`src/rtl/square_draw_datapath.sv`:
```
// rtl/square_draw_datapath.sv - 4x4 square sweep datapath with registered VGA pixel outputs
// Optional feature macro: SQUARE_ERASE_EN (adds erase input, sweep draws colour 0)
module square_draw_datapath #(
   parameter int X_W       = 8,
   parameter int Y_W       = 7,
   parameter int COLOUR_W  = 3,
   parameter int SIDE_LOG2 = 2
) (
   input  logic                clock,
   input  logic                reset,
   input  logic [6:0]          data_in,
   input  logic [COLOUR_W-1:0] colour_in,
   input  logic                ld_x,
   input  logic                ld_y,
   input  logic                ld_colour,
   input  logic                start_draw,
`ifdef SQUARE_ERASE_EN
   input  logic                erase,
`endif
   output logic [X_W-1:0]      x_out,
   output logic [Y_W-1:0]      y_out,
   output logic [COLOUR_W-1:0] colour_out,
   output logic                plot_out,
   output logic                busy,
   output logic                done
);

   localparam int OFS_W = 2 * SIDE_LOG2;
   localparam logic [OFS_W-1:0] OFS_LAST = '1;
   localparam logic [OFS_W-1:0] OFS_ONE  = 1;

   localparam logic [1:0] S_IDLE = 2'd0;
   localparam logic [1:0] S_DRAW = 2'd1;
   localparam logic [1:0] S_DONE = 2'd2;

   logic [1:0]          state_q, state_d;
   logic [OFS_W-1:0]    offset_q, offset_d;
   logic [X_W-1:0]      x_base_q, x_base_d;
   logic [Y_W-1:0]      y_base_q, y_base_d;
   logic [COLOUR_W-1:0] colour_q, colour_d;
   logic [X_W-1:0]      x_q, x_d;
   logic [Y_W-1:0]      y_q, y_d;
   logic [COLOUR_W-1:0] col_out_q, col_out_d;
   logic                plot_q, plot_d;
`ifdef SQUARE_ERASE_EN
   logic                erase_q, erase_d;
`endif

   logic [SIDE_LOG2-1:0] dx, dy;
   logic [X_W:0]         x_sum;
   logic [Y_W:0]         y_sum;
   logic                 clip;
   logic [COLOUR_W-1:0]  pix_colour;

   // One extra sum bit catches squares that run off the right or bottom edge.
   assign dx    = offset_q[SIDE_LOG2-1:0];
   assign dy    = offset_q[OFS_W-1:SIDE_LOG2];
   assign x_sum = {1'b0, x_base_q} + {{(X_W+1-SIDE_LOG2){1'b0}}, dx};
   assign y_sum = {1'b0, y_base_q} + {{(Y_W+1-SIDE_LOG2){1'b0}}, dy};
   assign clip  = x_sum[X_W] | y_sum[Y_W];

`ifdef SQUARE_ERASE_EN
   assign pix_colour = erase_q ? '0 : colour_q;
`else
   assign pix_colour = colour_q;
`endif

   always_comb begin
      state_d   = state_q;
      offset_d  = offset_q;
      x_base_d  = x_base_q;
      y_base_d  = y_base_q;
      colour_d  = colour_q;
      x_d       = x_q;
      y_d       = y_q;
      col_out_d = col_out_q;
      plot_d    = 1'b0;
`ifdef SQUARE_ERASE_EN
      erase_d   = erase_q;
`endif
      case (state_q)
         S_IDLE: begin
            if (ld_x)      x_base_d = X_W'(data_in);
            if (ld_y)      y_base_d = Y_W'(data_in);
            if (ld_colour) colour_d = colour_in;
            if (start_draw) begin
               state_d  = S_DRAW;
               offset_d = '0;
`ifdef SQUARE_ERASE_EN
               erase_d  = erase;
`endif
            end
         end
         S_DRAW: begin
            offset_d = offset_q + OFS_ONE;
            if (!clip) begin
               x_d       = x_sum[X_W-1:0];
               y_d       = y_sum[Y_W-1:0];
               col_out_d = pix_colour;
               plot_d    = 1'b1;
            end
            if (offset_q == OFS_LAST) state_d = S_DONE;
         end
         // Waiting for start_draw to drop keeps a held request from relaunching.
         S_DONE: begin
            if (!start_draw) state_d = S_IDLE;
         end
         default: state_d = S_IDLE;
      endcase
   end

   always_ff @(posedge clock or posedge reset) begin
      if (reset) begin
         state_q   <= S_IDLE;
         offset_q  <= '0;
         x_base_q  <= '0;
         y_base_q  <= '0;
         colour_q  <= '0;
         x_q       <= '0;
         y_q       <= '0;
         col_out_q <= '0;
         plot_q    <= 1'b0;
`ifdef SQUARE_ERASE_EN
         erase_q   <= 1'b0;
`endif
      end else begin
         state_q   <= state_d;
         offset_q  <= offset_d;
         x_base_q  <= x_base_d;
         y_base_q  <= y_base_d;
         colour_q  <= colour_d;
         x_q       <= x_d;
         y_q       <= y_d;
         col_out_q <= col_out_d;
         plot_q    <= plot_d;
`ifdef SQUARE_ERASE_EN
         erase_q   <= erase_d;
`endif
      end
   end

   assign x_out      = x_q;
   assign y_out      = y_q;
   assign colour_out = col_out_q;
   assign plot_out   = plot_q;
   assign busy       = (state_q != S_IDLE);
   assign done       = (state_q == S_DONE);

endmodule
```
`config.mk`:
```
export PLATFORM = sky130hd
export DESIGN_NAME = square_draw_datapath
export DESIGN_NICKNAME = d
export VERILOG_FILES = /design/src/rtl/square_draw_datapath.sv
export SDC_FILE = /design/constraint.sdc
export NUM_CORES = 1
export LEC_CHECK = 0
export BUFFER_PORTS_ARGS = -buffer_cell sky130_fd_sc_hd__buf_2
export CAP_MARGIN = 20
export CORE_MARGIN = 1
export CORE_UTILIZATION = 51
export CTS_BUF_LIST = sky130_fd_sc_hd__clkbuf_8
export DETAILED_ROUTE_END_ITERATION = 12
export GPL_TIMING_DRIVEN = 0
export PLACE_DENSITY = 0.88
export SLEW_MARGIN = 0
export SYNTH_ARGS = -nofsm -noshare
export SYNTH_HDL_FRONTEND = slang
export SYNTH_SLANG_ARGS = --single-unit
```
`constraint.sdc`:
```
create_clock -name clock -period 1.6 [get_ports clock]
set_input_delay 0.16 -clock clock [delete_from_list [all_inputs] [get_ports clock]]
set_output_delay 0.16 -clock clock [all_outputs]
set_load 0.01 [all_outputs]
```
==> impl_results.md <==
- Status: complete, but fails checks
- Failing checks: negative setup slack
- Grt total ovfl: 0
- Seq cells post-synth: 42
- Max_cap viols: 0
- Post-synthesis async set-or-reset flop share: 100.0%
- Port Buffer Count: 36
- Vias after detailed routing: 1339
- Min cycle time layout: 1614 ps
- Syn. warnings: 0
- Number of CTS-inserted buffers: 5
- CORE AREA: 0.003468 mm^2
- Area growth syn-to-layout: 26.37%
- TritonCTS clock tree: built
- Syn avg cell area: 11.91 um^2
- Final worst slack: -13.73 ps
- First-pass GRT wire length: 6.044 mm
- Syn Inst Count: 161
- Final period util: 100.9%
- RePlAce Congestion: 0.8192
- Slew margin rel.: 43.12%
- Vias per cell: 5.150
- Worst Skew: 6.475 ps
- Slowest cell on the critical path: dfrtp_2
- Crit Path Category: flip-flop to flip-flop
- WP buf/inv: 1
- DRC viols: 0
- Max incr delay on CP: 440 ps
- Largest net degree at the start of global routing: 43
- Final #Nets: 236
- Tightest Pin Transition: 851.9 ps
- Ports: 37
- Mapped Area: 0.001917 mm^2
- GR Util All Layers: 20.27%
- P per Cell Area: 2267 mW/mm^2
- Die W: 63.31 um
- Fmax: 619.7 MHz
- Startpoint types: flip-flop
- Starting DRT DRC Count: 56
- DP HPWL: 2.534 mm
- Die ar.: 0.004008 mm^2
- Std cell rows: 21
- Root buffer cell: clkbuf_8
- Antenna diodes: 0
- Synthesized net count: 184
- Die height: 63.31 um
- H-tree levels: 2
- Core Util, Final: 69.84%
- Crit-path leading delay family: flip-flops
- Clk Latency, worst-skew pair: 300 ps
- Drt total wl: 3.663 mm
- Worst path cell trace: ha_4, a21oi_4, o31ai_4, buf_12, mux2_4
- Overall power: 5.490 mW
- Vias in the first global route: 1314
- Cell taking the most area after synthesis: dfrtp_1
- Ratio of cells with drive above 1 in the final layout: 42.52%
- Ys flop type: dfrtp_1
- Post-synth top area share: 54.83%
- WL/cell: 14.09 um
- LEAKAGE: 1.107 nW
- WHS: 27.72 ps
- Bufs on Longest Clock Path: 2
- CTS clk-pin slew, worst paths: 80 ps
- Type of the worst min-delay path: input port to asynchronous set/reset pin
- EDFF count, synth: 0
- Initial Util: 55.27%
- Drt pass-1 iters: 4
- Final setup violation count: 4
- Post-synth top cells: dfrtp_1 (42), nand2_1 (21), mux2_2 (20), o21ai_0 (14), inv_1 (9)
- Seq/Total Area, Yosys: 54.83%
- Netlist cell types: 29
- CP Capture Type: flip-flop
- CP arrival: 1800 ps
- Worst EP required: 1780 ps
- Count leader, synth: dfrtp_1
- Final hold violations: 0
- Final TNS setup: -34.32 ps
- Post-route ant nets: 0
- Clock sinks: 42
- Initial antenna violation count: 0
- VDD IR max: 1.146 mV
- Unrepaired setup endpoints after global routing: true
- Max-slew violation count: 0
- CP max FO: 7
- Top post-synthesis cells by area: dfrtp_1 (55%), mux2_2 (12%), nand2_1 (4.1%), o21ai_0 (3.7%), ha_1 (3.3%)
[state kept, by name, summed over array words and instances, names as in the netlist]
signal	cells
colour_out	3
colour_q	3
offset_q	4
plot_out	1
state_q	2
x_base_q	7
x_out	8
y_base_q	7
y_out	7
[metal layers]
| metal | vias to the layer above | global-route usage (%) | wire length (um) |
|---|---|---|---|
| met5 | - | 0 | 0 |
| met4 | 0 | 11.36 | 91 |
| met3 | 10 | 4.891 | 125 |
| met2 | 29 | 31.59 | 1803 |
| met1 | 649 | 25.83 | 1642 |
| li1 | 651 | - | - |
[layout make-up]
| class | instances | area, um^2 |
|---|---|---|
| Inverter | 9 | 33.78 |
| Sequential cell | 42 | 1054 |
| Tap cell | 46 | 57.56 |
| Clock buffer | 5 | 68.82 |
| Clock inverter | 3 | 40.04 |
| Buffer | 4 | 32.53 |
| Timing Repair Buffer | 45 | 264.0 |
| Multi-Input combinational cell | 106 | 872.1 |
| Fill cell | 260 | 1046 |
[cells in the final DEF (no fill, tap or decap), types with 5 or more instances in the layout]
cell type	netlist	routed
buf_4	0	7
o21ai_0	14	14
mux2_2	20	15
inv_1	9	7
nand2_1	21	21
xnor2_1	6	6
clkbuf_8	0	5
mux2_4	0	5
buf_2	2	38
dfrtp_1	42	40
[power breakdown]
group / leakage (nW) / total (mW) / switching (mW) / internal (mW)
Combinational: 0.547 / 2.65 / 1.20 / 1.45
Sequential: 0.503 / 2.02 / 0.412 / 1.61
Clock: 0.0579 / 0.820 / 0.361 / 0.459
[logic make-up (layout without fill, tap and decap cells)]
logic type	Yosys count	count (layout)	synth area share [%]
flops	42	42	54.83
simple gates	42	42	10.38
compound gates	26	26	9.073
mux	22	22	12.79
buf+inv	13	66	3.459
xor+xnor	9	9	4.113
fa+ha+maj	7	7	5.353
[repair_timing]
action	CTS	global route
gates resized for setup	2	3
endpoints found under the setup margin	18	28
setup buffers	6	3
pin swaps	3	4
hold buffers	0	0
hold endpoints to repair	0	0
[path summary, 6_finish.rpt]
path	startpoint	endpoint	slack (ps)	depth (start not counted)
worst min register to register	x_out[3]$_DFFE_PP0P_	x_out[3]$_DFFE_PP0P_	480	2
min in group clock	start_draw	state_q[1]$_DFFE_PP0P_	80	3
max in group asynchronous	reset	offset_q[2]$_DFFE_PP0P_	980	2
worst max-delay path	offset_q[3]$_DFFE_PP0P_	y_out[0]$_DFFE_PP0P_	-10	5
worst min-delay path	reset	x_out[6]$_DFFE_PP0P_	30	2
worst max register to register	offset_q[3]$_DFFE_PP0P_	y_out[0]$_DFFE_PP0P_	-10	5
[through the flow]
step                      area, um^2  worst slack (ps)  std cells
after floorplan                 1981            -63.99        161
after global placement          2218            -267.3        243
after detailed placement        2218            -292.9        243
after CTS                       2391            -34.62        257
after global routing            2422            -61.84        260
final                           2422            -13.73        260
Power figures use the tool's default switching activity.
